<file path="src/rtl/instruction_fetch.sv">
`default_nettype none
// ============================================================================
// Module   : instruction_fetch
// Purpose  : VR16 fetch stage - PC, imem req/ack, prefetch FIFO, JUMP redirect.
//            Define INSTRUCTION_FETCH_HALT_EN to stop fetching after opcode 1111.
// Revision : 1.0 - initial release
// ============================================================================
module instruction_fetch #(
    parameter int                    ADDR_WIDTH = 12,
    parameter logic [ADDR_WIDTH-1:0] RESET_PC   = '0,
    parameter int                    FIFO_DEPTH = 2
) (
    input  logic                  clk,
    input  logic                  reset,
    output logic                  imem_req,
    output logic [ADDR_WIDTH-1:0] imem_addr,
    input  logic                  imem_ack,
    input  logic [15:0]           imem_rdata,
    input  logic                  redirect_valid,
    input  logic [ADDR_WIDTH-1:0] redirect_addr,
    output logic                  instr_valid,
    input  logic                  instr_ready,
    output logic [15:0]           instruction,
    output logic [ADDR_WIDTH-1:0] instr_pc,
    output logic                  halted
);

    localparam int                    PTR_W    = $clog2(FIFO_DEPTH);
    localparam int                    CNT_W    = PTR_W + 1;
    localparam logic [CNT_W-1:0]      c_DEPTH  = CNT_W'(FIFO_DEPTH);
    localparam logic [ADDR_WIDTH-1:0] c_PC_ONE = ADDR_WIDTH'(1);
    localparam logic [PTR_W-1:0]      c_PTR_ONE = PTR_W'(1);
`ifdef INSTRUCTION_FETCH_HALT_EN
    localparam logic [3:0]            c_HALT_OP = 4'b1111;
`endif

    typedef enum logic [1:0] {
        ST_FETCH = 2'd0,
        ST_DRAIN = 2'd1,
        ST_HALT  = 2'd2
    } state_t;

    state_t                r_state, w_state_n;
    logic [CNT_W-1:0]      r_count, w_count_n;
    logic                  r_pend, w_pend_n;
    logic [ADDR_WIDTH-1:0] r_fetch_pc, w_fetch_pc_n;
    logic [ADDR_WIDTH-1:0] r_addr, w_addr_n;
    logic [PTR_W-1:0]      r_rd_ptr, r_wr_ptr;
    logic [15:0]           r_fifo_instr [FIFO_DEPTH];
    logic [ADDR_WIDTH-1:0] r_fifo_pc    [FIFO_DEPTH];
    logic [15:0]           r_last_instr;
    logic [ADDR_WIDTH-1:0] r_last_pc;
    logic                  w_ack, w_push, w_pop;

    // An ack only counts against a request we actually have outstanding.
    assign w_ack  = imem_ack & r_pend;
    assign w_push = w_ack & (r_state == ST_FETCH) & ~redirect_valid;
    assign w_pop  = instr_valid & instr_ready;

    assign imem_req    = r_pend;
    assign imem_addr   = r_addr;
    assign instr_valid = (r_count != '0);
    assign instruction = instr_valid ? r_fifo_instr[r_rd_ptr] : r_last_instr;
    assign instr_pc    = instr_valid ? r_fifo_pc[r_rd_ptr]    : r_last_pc;

`ifdef INSTRUCTION_FETCH_HALT_EN
    assign halted = (r_state == ST_HALT);
`else
    assign halted = 1'b0;
`endif

    always_comb begin
        w_state_n    = r_state;
        w_count_n    = r_count;
        w_fetch_pc_n = r_fetch_pc;
        w_pend_n     = r_pend & ~imem_ack;
        w_addr_n     = r_addr;

        if (redirect_valid) begin
            w_count_n    = '0;
            w_fetch_pc_n = redirect_addr;
            w_state_n    = (r_pend && !imem_ack) ? ST_DRAIN : ST_FETCH;
        end else begin
            case (r_state)
                ST_FETCH: begin
                    w_count_n = r_count + CNT_W'(w_push) - CNT_W'(w_pop);
                    if (w_push) begin
                        w_fetch_pc_n = r_fetch_pc + c_PC_ONE;
`ifdef INSTRUCTION_FETCH_HALT_EN
                        if (imem_rdata[15:12] == c_HALT_OP) begin
                            w_state_n = ST_HALT;
                        end
`endif
                    end
                end
                ST_DRAIN: begin
                    w_count_n = r_count - CNT_W'(w_pop);
                    if (w_ack) begin
                        w_state_n = ST_FETCH;
                    end
                end
                default: begin
                    w_count_n = r_count - CNT_W'(w_pop);
                end
            endcase
        end

        // In-flight requests reserve a slot, so a push can never overflow.
        if ((w_state_n == ST_FETCH) && !w_pend_n && (w_count_n < c_DEPTH)) begin
            w_pend_n = 1'b1;
            w_addr_n = w_fetch_pc_n;
        end
    end

    always_ff @(posedge clk) begin
        if (reset) begin
            r_state      <= ST_FETCH;
            r_count      <= '0;
            r_pend       <= 1'b0;
            r_fetch_pc   <= RESET_PC;
            r_addr       <= RESET_PC;
            r_rd_ptr     <= '0;
            r_wr_ptr     <= '0;
            r_last_instr <= '0;
            r_last_pc    <= '0;
        end else begin
            r_state    <= w_state_n;
            r_count    <= w_count_n;
            r_pend     <= w_pend_n;
            r_fetch_pc <= w_fetch_pc_n;
            r_addr     <= w_addr_n;
            if (redirect_valid) begin
                r_rd_ptr <= '0;
                r_wr_ptr <= '0;
            end else begin
                if (w_push) r_wr_ptr <= r_wr_ptr + c_PTR_ONE;
                if (w_pop)  r_rd_ptr <= r_rd_ptr + c_PTR_ONE;
            end
            // Remember the presented head so an empty FIFO keeps showing it.
            if (instr_valid) begin
                r_last_instr <= instruction;
                r_last_pc    <= instr_pc;
            end
        end
    end

    always_ff @(posedge clk) begin
        if (w_push) begin
            r_fifo_instr[r_wr_ptr] <= imem_rdata;
            r_fifo_pc[r_wr_ptr]    <= r_addr;
        end
    end

endmodule
`default_nettype wire

</file>
<file path="config.mk">
export PLATFORM = sky130hd
export DESIGN_NAME = instruction_fetch
export DESIGN_NICKNAME = d
export VERILOG_FILES = /design/src/rtl/instruction_fetch.sv
export SDC_FILE = /design/constraint.sdc
export NUM_CORES = 1
export LEC_CHECK = 0
export BUFFER_PORTS_ARGS = -buffer_cell sky130_fd_sc_hd__buf_2
export CORE_MARGIN = 3
export CORE_UTILIZATION = 50
export DETAILED_ROUTE_END_ITERATION = 12
export PLACE_DENSITY = 0.75
export SLEW_MARGIN = 10
export SYNTH_ARGS = -nofsm -noshare
export SYNTH_HDL_FRONTEND = slang
export SYNTH_SLANG_ARGS = --single-unit
</file>
<file path="constraint.sdc">
create_clock -name clk -period 2.93 [get_ports clk]
set_clock_uncertainty 0.15 [all_clocks]
set_input_delay 0.1465 -clock clk [delete_from_list [all_inputs] [get_ports clk]]
set_output_delay 0.1465 -clock clk [all_outputs]
set_load 0.005 [all_outputs]
</file>
==> Yosys cells after proc, flatten, opt, wreduce, memory -nomap -nowiden <==
Memory sizes are Yosys's and may differ from the RTL's. A register that Yosys moved wholly into a read port is not among the register bits.
Cells that the tools add are included.
{ "classes": {"n_addsub": 6, "magnitude_cmp": 1, "n_eq_ne": 1, "n_mux": 18, "n_bitwise": 7, "reduce_logical": 9} }
{ "op_table": {"columns": ["operator", "count"], "rows": [
  ["$mux 12", 4],
  ["$mux 16", 1],
  ["$add 12x1->12 const B", 1],
  ["$mux 2", 5],
  ["$mux 1", 8],
  ["$and 1x1->1", 5],
  ["$logic_not 2->1", 2],
  ["$sub 2x1->2", 2],
  ["$logic_and 1x1->1", 3],
  ["$add 1x1->1 const B", 2],
  ["$add 2x1->2", 1],
  ["$eq 2x1->1 const B", 1],
  ["$logic_not 1->1", 2],
  ["$lt 2x2->1 const B", 1],
  ["$not 1->1", 2],
  ["$reduce_bool 2->1", 1],
  ["$reduce_or 2->1", 1]
]} }
{ "word_totals": {"register_bits": 59, "mem_bits_rw": 56, "out_inout_bits": 43, "wordCells": 53, "mem_count": 2} }
{ "memory_table": {"columns": ["name", "depth", "word_bits", "rd", "rd_clocked_by_memory_dff", "write_ports", "line_no", "text"], "rows": [
  ["r_fifo_instr", 2, 16, 1, 1, 1, "49", "logic [15:0] r_fifo_instr [FIFO_DEPTH];"],
  ["r_fifo_pc", 2, 12, 1, 1, 1, "50", "logic [ADDR_WIDTH-1:0] r_fifo_pc [FIFO_DEPTH];"]
]} }

==> Logic depth before layout (Yosys ltp) <==
{ "depth": {"depth_word": 10, "mapped_depth": 13} }

==> Least setup slack after synthesis <==
No wires, ideal clock.
{ "synth_path": {"kind": "reg-to-reg", "start": "reg r_pend (netlist: imem_req)", "end": "mem r_fifo_instr[0][0] (enable)", "setup_ps": 448, "arrival_time_ps": 2622, "setup_slack_ps": -290, "path_stages_with_launch": 3, "path_cell_list": "dfxtp_1 > nand4bb_1 > nor3_1"} }
{ "synth_between": {"elab_chain_cells": 5} }
{ "synth_lines": {"columns": ["element", "line_no", "text"], "rows": [
  ["from (decl)", "45", "logic r_pend, w_pend_n;"],
  ["from (signal assigned)", "129", "r_pend <= w_pend_n;"],
  ["$and 1x1->1", "56", "assign w_ack = imem_ack & r_pend;"],
  ["$and 1x1->1 (2 in series)", "57", "assign w_push = w_ack & (r_state == ST_FETCH) & ~redirect_valid;"],
  ["$mux 1", "148", "if (w_push) begin"],
  ["$mux 1 (not written as such)", "149", "r_fifo_instr[r_wr_ptr] <= imem_rdata;"],
  ["to (decl)", "49", null]
]} }
No other way between the ends.

==> Worst setup path after layout <==
{ "layout_path": {"start": "reg r_count[1]", "end": "reg r_addr[7] (netlist: imem_addr[7])"} }
{ "layout_between": {"elab_chain_cells": 7, "elab_cells_between_ends": 9} }
{ "layout_lines": {"columns": ["element", "line_no", "text"], "rows": [
  ["from (decl)", "44", "logic [CNT_W-1:0] r_count, w_count_n;"],
  ["from (signal assigned)", "128", "r_count <= w_count_n;"],
  ["parallel branches: the longest is 3 deep, another holds $add 2x1->2", null, null],
  ["$mux 2 *", null, null],
  ["$mux 2 *", "79", "if (redirect_valid) begin"],
  ["$lt 2x2->1 *", "109", "if ((w_state_n == ST_FETCH) && !w_pend_n && (w_count_n < c_DEPTH)) begin"],
  ["$logic_and 1x1->1 *", "109", null],
  ["to (signal assigned)", "131", "r_addr <= w_addr_n;"],
  ["to (decl)", "47", "logic [ADDR_WIDTH-1:0] r_addr, w_addr_n;"]
]} }
Mark *: on every way between the ends.
A chain may end at the register's enable or synchronous reset.

==> impl_metrics.json <==
{
  "outcome": "finished clean",
  "synth-seq-cells": 116,
  "final_cell_mix": "buf_2, dfxtp_1, edfxtp_1, nand2_1, nor2b_1",
  "setup_tns_ps": 0,
  "yosysWarningCount": 0,
  "clock_path_buffers": 2,
  "syn_inst": 399,
  "die_area_mm2": 0.01064,
  "worstHoldStart": "redirect_valid",
  "grt_overflow": 0,
  "grt_pass1_vias": 3250,
  "setup_viol": 0,
  "drc": 0,
  "ys_seq_area_share_pct": 61.08,
  "crit_required_ps": 3170,
  "post_cts_resized": 0,
  "gp_congestion": 0.8084,
  "r2r_setup_slack_ps": 190,
  "synth_compound_area_share_pct": 9.783,
  "synth.avg_cell_area_um2": 11.83,
  "synth_top_family_by_area": "simple AND/OR/NAND/NOR gates",
  "io_buffers": 74,
  "fillers": 634,
  "fp.dieH_um": 103.2,
  "wire_per_inst_um": 15.95,
  "grt_setup_unrepaired": "no",
  "cts_sinks": 116,
  "vdd_ir_drop_max_mv": 0.3854,
  "synth-edff-count": 56,
  "utilization_pct": 68.38,
  "antenna_found_initial": 0,
  "wl_mm": 9.985,
  "p_per_area_mw_per_mm2": 684.4,
  "crit_path_end_kind": "flip-flop",
  "arrival_ps": 2980,
  "async_reset_ff_share_pct": 0,
  "syn_nets": 434,
  "htreeDepth": 4,
  "clk_latency_ps": 510,
  "vias": 3332,
  "via_per_inst": 5.323,
  "tightest_slew_ps": 894.9,
  "die_width_um": 103.2,
  "relSlewSlack_pct": 40.34,
  "grt_max_degree": 57,
  "crit_path_start": "r_count[1]",
  "num_rows": 34,
  "synth_ff_type": "dfxtp_1",
  "report.power.total_mw": 4.181,
  "worstReg2RegStart": "r_count[1]",
  "period_needed_ps": 2741,
  "grt_use_total_pct": 19.98,
  "postCtsSetupBuffers": 0,
  "cts.reportedPaths.clkPinSlew_ps": 60,
  "grt_pass1_wl_mm": 15.90,
  "hold_buffers": 30,
  "nNetsFinal": 540,
  "diodes": 0,
  "synthAdderAreaFrac_pct": 0.5302,
  "final_common_cell": "buf_2",
  "drtAntennaViolNets": 0,
  "drtIter0Drc": 177,
  "drive_above_1_share_pct": 25.10,
  "ios": 76,
  "synthDistinctLibCells": 48,
  "drv_slew": 0,
  "synthXorXnorAreaFrac_pct": 2.598,
  "syn-cell-area_mm2": 0.004720,
  "crit_type": "flip-flop to flip-flop",
  "dpl.hpwl_mm": 6.282,
  "leakage_nw": 2.347,
  "synthSimpleGateAreaFrac_pct": 14.90,
  "cts_tree": "done",
  "initial_core_util_pct": 52.83,
  "cts_made_buffers": 17,
  "clock.fmax_mhz": 364.8,
  "crit_fanout": 13,
  "post-route-period-util_pct": 93.55,
  "synthMuxAreaShare_pct": 8.165,
  "core_area_mm2": 0.008934,
  "min_path_type": "input pin to flip-flop",
  "finalHoldViolations": 0,
  "maxCapViolations": 0,
  "firstDrtPassIters": 5,
  "clock-root-buffer": "clkbuf_8",
  "area_delta_synth_final_pct": 29.43,
  "holdWs_ps": 25.27,
  "start_kind": "flip-flop"
}
-- where the power goes --
| part | total (mW) | internal [mW] | switching (mW) |
|---|---|---|---|
| combinational | 0.274 | 0.131 | 0.143 |
| clock | 2.11 | 1.40 | 0.714 |
| sequential | 1.79 | 1.76 | 0.0361 |
-- critical path, stage by stage, from the launching register on --
cell and delay (ps):
dfxtp_1 510, nor2_4 70, inv_1 80, nand2_1 90, xnor2_1 160, ha_1 320, nand2_1 80, mux2_2 280
o32a_4 260, o211a_4 320, mux2_4 310
-- logic make-up (layout without fill, tap and decap cells) --
group,count (synthesis),in the layout
simple gates,134,134
flops,116,116
compound gates,66,66
mux,37,37
buf+inv,29,148
xor+xnor,14,14
fa+ha+maj,2,2
other cells,1,1
-- final timing paths --
path	end	cells after the start
max	imem_addr[7]	10
min	r_state[0]	3
max reg2reg	imem_addr[7]	10
min reg2reg	r_fifo_pc[1][5]	0
-- area by class of cell --
class | instances | area [um^2] | area share [%]
clock inverters | 13 | 182.7 | 2.991
clock buffers | 19 | 431.7 | 7.067
repair buffers | 111 | 735.7 | 12.04
inverters | 5 | 18.77 | 0.3073
well taps | 108 | 135.1 | 2.212
multi-input cells | 254 | 1720 | 28.16
flip-flops and latches | 116 | 2884 | 47.21
-- registers in the layout, summed over array words and instances, names as in the netlist, named ones only --
name and flops:
r_last_pc 12, r_rd_ptr 1, r_count 2, r_fifo_pc 24, r_fifo_instr 32, r_fetch_pc 12
r_state 2, r_last_instr 16, r_wr_ptr 1, imem_req 1, imem_addr 12
-- routing by layer --
metal	vias up	global-route usage, %	routed length, um
li1	1642	-	-
met1	1580	24.81	4248
met2	92	33.15	4979
met3	18	5.751	564
met4	0	7.470	192
met5	-	0	0
-- per-stage QoR --
stage / cells / cell area (um^2) / worst slack [ps]
global route: 626 / 6108 / 17.88
finish: 626 / 6108 / 189.0
floorplan: 399 / 4726 / 49.49
CTS: 626 / 6108 / 187.8
global placement: 564 / 5194 / 302.8
detailed placement: 564 / 5194 / 223.1
-- Yosys cell counts (2+ instances only) --
library cell / n / area (um^2)
nand3b_1: 2 / 15.01
o41ai_2: 2 / 32.53
nand3_1: 2 / 10.01
buf_1: 2 / 7.510
o21bai_1: 2 / 15.01
edfxtp_1: 56 / 1682
a21oi_1: 9 / 45.04
o31ai_1: 4 / 30.03
and3_1: 3 / 18.77
nor3_1: 8 / 40.04
nand2b_1: 3 / 18.77
mux2_4: 2 / 30.03
a21oi_2: 3 / 26.28
nor4_1: 2 / 12.51
mux2_2: 4 / 45.04
nand2_1: 41 / 153.9
buf_2: 3 / 15.01
xor2_1: 6 / 52.55
o2111ai_1: 7 / 61.31
buf_6: 2 / 22.52
buf_4: 2 / 15.01
dfxtp_1: 60 / 1201
o21ai_1: 2 / 10.01
mux2i_1: 31 / 310.3
o21ai_0: 28 / 140.1
nor2b_1: 41 / 256.5
nand4_1: 4 / 25.02
clkbuf_1: 15 / 56.30
inv_1: 5 / 18.77
xnor2_1: 8 / 70.07
ha_1: 2 / 25.02
nor2_1: 22 / 82.58
Power figures use the tool's default switching activity.
